==> src/rtl/ch0re_pkg.sv <==
// Shared types and constants for the unified code/data memory arbiter.
package ch0re_pkg;

  typedef enum logic [1:0] {
    RESP_NONE   = 2'd0,
    RESP_IFETCH = 2'd1,
    RESP_DLOAD  = 2'd2
  } resp_owner_e;

  localparam int unsigned DWORD_OFFSET_BITS = 3;
  localparam int unsigned IFETCH_HALF_BIT   = 2;

endpackage

==> src/rtl/ch0re_starve_ctr.sv <==
// Saturating counter of consecutive refused fetch cycles; at_limit forces a fetch grant.
module ch0re_starve_ctr #(
  parameter int unsigned LIMIT = 4
) (
  input  logic clk,
  input  logic rst,
  input  logic inc,
  input  logic clr,
  output logic at_limit
);

  localparam int unsigned CW = (LIMIT > 0) ? $clog2(LIMIT + 1) : 1;

  logic [CW-1:0] cnt_q, cnt_d;

  assign at_limit = (cnt_q == CW'(LIMIT));

  always_comb begin
    cnt_d = cnt_q;
    if (clr) begin
      cnt_d = '0;
    end else if (inc && !at_limit) begin
      cnt_d = cnt_q + CW'(1);
    end
  end

  always_ff @(posedge clk or posedge rst) begin
    if (rst) begin
      cnt_q <= '0;
    end else begin
      cnt_q <= cnt_d;
    end
  end

endmodule

==> src/rtl/ch0re_mem_arbiter.sv <==
// Arbitrates a single-port 64-bit memory between instruction fetch and the load/store path.
module ch0re_mem_arbiter
  import ch0re_pkg::*;
#(
  parameter int unsigned MEM_ADDR_WIDTH = 10,
  parameter int unsigned STARVE_LIMIT   = 4
) (
  input  logic                      clk,
  input  logic                      rst,
  input  logic                      i_ireq_valid,
  output logic                      o_ireq_ready,
  input  logic [63:0]               i_ireq_addr,
  output logic                      o_iresp_valid,
  output logic [31:0]               o_iresp_data,
  output logic                      o_iresp_misaligned,
  input  logic                      i_dreq_valid,
  output logic                      o_dreq_ready,
  input  logic [63:0]               i_dreq_addr,
  input  logic [7:0]                i_dreq_wen,
  input  logic [63:0]               i_dreq_wdata,
  output logic                      o_dresp_valid,
  output logic [63:0]               o_dresp_data,
  output logic [MEM_ADDR_WIDTH-1:0] o_mem_addr,
  output logic [7:0]                o_mem_wen,
  output logic [63:0]               o_mem_wdata,
  input  logic [63:0]               i_mem_rdata
);

  localparam int unsigned ADDR_LSB = DWORD_OFFSET_BITS;
  localparam int unsigned ADDR_MSB = MEM_ADDR_WIDTH + DWORD_OFFSET_BITS - 1;

  logic                      igrant, dgrant, starve_hit;
  logic [MEM_ADDR_WIDTH-1:0] mem_addr_q, mem_addr_d;
  resp_owner_e               owner_q, owner_d;
  logic                      ihalf_q, ihalf_d;
  logic                      imis_q, imis_d;
  logic                      unused_addr_bits;

  assign unused_addr_bits = ^{i_ireq_addr[63:ADDR_MSB+1], i_dreq_addr[63:ADDR_MSB+1],
                              i_dreq_addr[ADDR_LSB-1:0]};

  ch0re_starve_ctr #(.LIMIT(STARVE_LIMIT)) u_starve_ctr (
    .clk      (clk),
    .rst      (rst),
    .inc      (i_ireq_valid && !igrant),
    .clr      (!i_ireq_valid || igrant),
    .at_limit (starve_hit)
  );

  // Data has priority unless fetch has been refused STARVE_LIMIT cycles in a row.
  always_comb begin
    igrant = 1'b0;
    dgrant = 1'b0;
    if (!rst) begin
      if (i_ireq_valid && (!i_dreq_valid || starve_hit)) begin
        igrant = 1'b1;
      end else if (i_dreq_valid) begin
        dgrant = 1'b1;
      end
    end
  end

  assign o_ireq_ready = igrant;
  assign o_dreq_ready = dgrant;

  // Memory address follows the grant and holds its last value when idle.
  always_comb begin
    mem_addr_d = mem_addr_q;
    if (igrant) begin
      mem_addr_d = i_ireq_addr[ADDR_MSB:ADDR_LSB];
    end else if (dgrant) begin
      mem_addr_d = i_dreq_addr[ADDR_MSB:ADDR_LSB];
    end
  end

  assign o_mem_addr  = mem_addr_d;
  assign o_mem_wen   = dgrant ? i_dreq_wen : 8'h00;
  assign o_mem_wdata = rst ? 64'h0 : i_dreq_wdata;

  // Response owner: who gets the memory read data on the next cycle.
  always_comb begin
    owner_d = RESP_NONE;
    ihalf_d = ihalf_q;
    imis_d  = imis_q;
    if (igrant) begin
      owner_d = RESP_IFETCH;
      ihalf_d = i_ireq_addr[IFETCH_HALF_BIT];
      imis_d  = |i_ireq_addr[1:0];
    end else if (dgrant && (i_dreq_wen == 8'h00)) begin
      owner_d = RESP_DLOAD;
    end
  end

  always_ff @(posedge clk or posedge rst) begin
    if (rst) begin
      owner_q    <= RESP_NONE;
      ihalf_q    <= 1'b0;
      imis_q     <= 1'b0;
      mem_addr_q <= '0;
    end else begin
      owner_q    <= owner_d;
      ihalf_q    <= ihalf_d;
      imis_q     <= imis_d;
      mem_addr_q <= mem_addr_d;
    end
  end

  always_comb begin
    o_iresp_valid      = 1'b0;
    o_iresp_data       = 32'h0;
    o_iresp_misaligned = 1'b0;
    o_dresp_valid      = 1'b0;
    o_dresp_data       = 64'h0;
    case (owner_q)
      RESP_IFETCH: begin
        o_iresp_valid      = 1'b1;
        o_iresp_data       = ihalf_q ? i_mem_rdata[63:32] : i_mem_rdata[31:0];
        o_iresp_misaligned = imis_q;
      end
      RESP_DLOAD: begin
        o_dresp_valid = 1'b1;
        o_dresp_data  = i_mem_rdata;
      end
      default: ;
    endcase
  end

endmodule

==> config.mk <==
export PLATFORM = sky130hd
export DESIGN_NAME = ch0re_mem_arbiter
export DESIGN_NICKNAME = d
export VERILOG_FILES = /design/src/rtl/ch0re_pkg.sv /design/src/rtl/ch0re_starve_ctr.sv /design/src/rtl/ch0re_mem_arbiter.sv
export SDC_FILE = /design/constraint.sdc
export NUM_CORES = 1
export LEC_CHECK = 0
export ABC_AREA = 1
export BUFFER_PORTS_ARGS = -buffer_cell sky130_fd_sc_hd__buf_2
export CAP_MARGIN = 25
export CORE_AREA = 3 3 172 174
export DETAILED_ROUTE_END_ITERATION = 8
export DIE_AREA = 0 0 175 177
export GPL_ROUTABILITY_DRIVEN = 0
export GPL_TIMING_DRIVEN = 0
export HOLD_SLACK_MARGIN = 0.03
export PLACE_DENSITY = 0.46
export SLEW_MARGIN = 20
export SYNTH_ARGS = -nofsm -noshare
export SYNTH_HDL_FRONTEND = slang
export SYNTH_SLANG_ARGS = --single-unit
==> constraint.sdc <==
create_clock -name clk -period 4 [get_ports clk]
set_clock_uncertainty 0.15 [all_clocks]
set_input_delay 0.8 -clock clk [delete_from_list [all_inputs] [get_ports clk]]
set_output_delay 0.8 -clock clk [all_outputs]
set_load 0.02 [all_outputs]
==> metrics.csv <==
metric,value,unit
Die Width,175,um
final net count,1118,
via-per-instance ratio,3.338,
starting density of the core,8.904,%
"Setup violations, final",0,
die area,0.03098,mm2
vias in the first global route,4074,
routed via count,4092,
first-pass iteration count of the detailed router,4,
Total GRT Usage,9.879,%
MaxCap Viol Count,0,
worst-margin pin slew,0.8121,ns
relative slew slack,45.80,%
Post-synth top cells,"162 x inv_1, 138 x nor2_1, 53 x nand2_1, 34 x a21oi_1, 26 x o21ai_0",
post-synth cell types,25,
Die Span Y,177,um
synth top area cells,"inv_1 24%, nor2_1 21%, dfrtp_1 17%, nand2_1 8.0%, a21oi_1 6.8%",
Syn Nets,768,
CTS Buffer Depth,2,
total power divided by cell area,194.8,mW/mm2
Num CTS Buffers,3,
Clock transition at path regs,0.05,ns
clk root buf,clkbuf_16,
Tmin final,3.327,ns
Crit. End Element,output pin,
Wirelength per Cell,13.60,um
crit path kind,input port to output pin,
top-count cell post-synth,inv_1,
core area,0.02793,mm2
synth warn,0,
"Max FO, Critical Path",19,
clk sinks,17,
RSZ-0062 raised after global routing,false,
sequential area share after synthesis,17.10,%
hold violation count in the final report,0,
post-synth top area share,24.45,%
initial antenna violation count,1,
HP Class,flop to flop,
fin. max-slew vios,0,
"EDFF count, synth",0,
fin crit share,83.16,%
outcome,"complete, no violations",
Detail Placement HPWL,14.86,mm
"Primary FF master, synth",dfrtp_1,
initial drt markers,179,
first-pass GRT wire length,24.09,mm
Max Freq,300.6,MHz
post-route ant nets,0,
PortBufs,345,
TNS Setup,0,ns
Layout area overhead,91.75,%
pin count of the biggest net entering global routing,20,
Post-Synthesis Cell Area,0.002487,mm2
Post-CTS Setup Repair Bufs,0,
WP data arrival,2.38,ns
remaining global-route overflow,0,
Avg Inst Size Synth,4.995,um2
Post-route DRC,0,
worst skew pair latency,0.25,ns
CTS tree,built,
layout cells sized above 1,45.69,%
Leak Pwr,3.421,nW
cts repair resizes,0,
Worst Path Required,3.05,ns
# rows,61,
ys async rst share,100.0,%
Post-CTS Hold Fix Bufs,0,
dominant cell type by area after synthesis,inv_1,
total power,0.9289,mW
num ports,451,
"flops & latches, synth",17,
startpoint types,input port,
Worst VDD drop,137.7,uV
DRT Wirelength,16.67,mm
H-tree depth,1,
Gate Count Post-Synth,498,
==> cell type report <==
class                   count  area (um2)
plain buffers              29       161.4
clock inverters             1       5.005
inverters                 164       615.6
repair buffers            345        1727
well taps                 378       473.0
multi-input cells         288        1285
diodes                      1       2.502
clock buffers               3       75.07
flip-flops and latches     17       425.4
fillers                  3322       23160
==> final timing paths <==
path,from,endpoint,slack [ns],depth (start not counted)
max,rst,o_mem_addr[5],0.67,10
min,imis_q,imis_q,0.38,2
max reg2reg,u_starve_ctr.cnt_q[0],mem_addr_q[5],2.37,10
min reg2reg,imis_q,imis_q,0.38,2
max in group asynchronous,rst,owner_q[0],2.61,2
min in group asynchronous,rst,mem_addr_q[8],0.57,2
==> registers in the layout (all words and copies together) (netlist names) <==
| register | count |
|---|---|
| ihalf_q | 1 |
| u_starve_ctr.cnt_q | 3 |
| owner_q | 2 |
| imis_q | 1 |
| mem_addr_q | 10 |
==> critical path: stages <==
cell and delay [ns]:
buf_2 0.11, inv_1 0.59, nand2_1 0.14, buf_2 0.23
nand2_1 0.09, nand2_2 0.05, inv_1 0.06, nand2_1 0.05
nand2_1 0.08, buf_2 0.17
==> metrics by stage <==
stage	hold slack, ns	std cells	cell area, um2	worst slack [ns]	util [%]
floorplan	0.3009	498	2487	1.147	-
global placement	0.3579	1221	4687	0.5893	16.78
detailed placement	0.3594	1221	4687	0.5998	16.78
CTS	0.3740	1225	4767	0.5821	17.07
global route	0.3908	1226	4770	0.4032	17.07
finish	0.3780	1226	4770	0.6735	17.07
==> routing by layer <==
layer	global-route usage [%]	share of wire, %	vias up
li1	-	-	2095
met1	13.99	47	1791
met2	15.72	44	200
met3	2.402	8.6	6
met4	1.031	0.49	0
met5	0	0	-
==> cell families (layout without fill, tap and decap cells) <==
family                   Yosys count  after routing  synth area share (%)
buffers and inverters            193            542                 31.24
AND/OR/NAND/NOR                  217            217                 36.47
flip-flops                        17             17                 17.10
AO/OA/AOI/OAI                     67             67                 13.48
XOR/XNOR                           2              2                0.7044
other                              0              1                     0
adder cells (fa/ha/maj)            2              2                 1.006
==> where the power goes <==
part | total (mW) | internal, mW | switching (mW)
Clock | 0.205 | 0.134 | 0.0710
Sequential | 0.210 | 0.198 | 0.0120
Combinational | 0.514 | 0.181 | 0.333
==> layout by cell type (no fill, tap or decap), types with 2 or more instances in the layout <==
cell,count
nor2_1,138
a21oi_1,34
o21ai_1,7
nand3b_1,10
inv_2,2
nand2_1,53
inv_1,162
nand2_2,8
buf_6,3
nand4_1,2
ha_1,2
clkbuf_16,3
clkbuf_1,4
dfrtp_1,17
buf_2,365
o21ai_0,26
(Power assumes the default switching activity.)
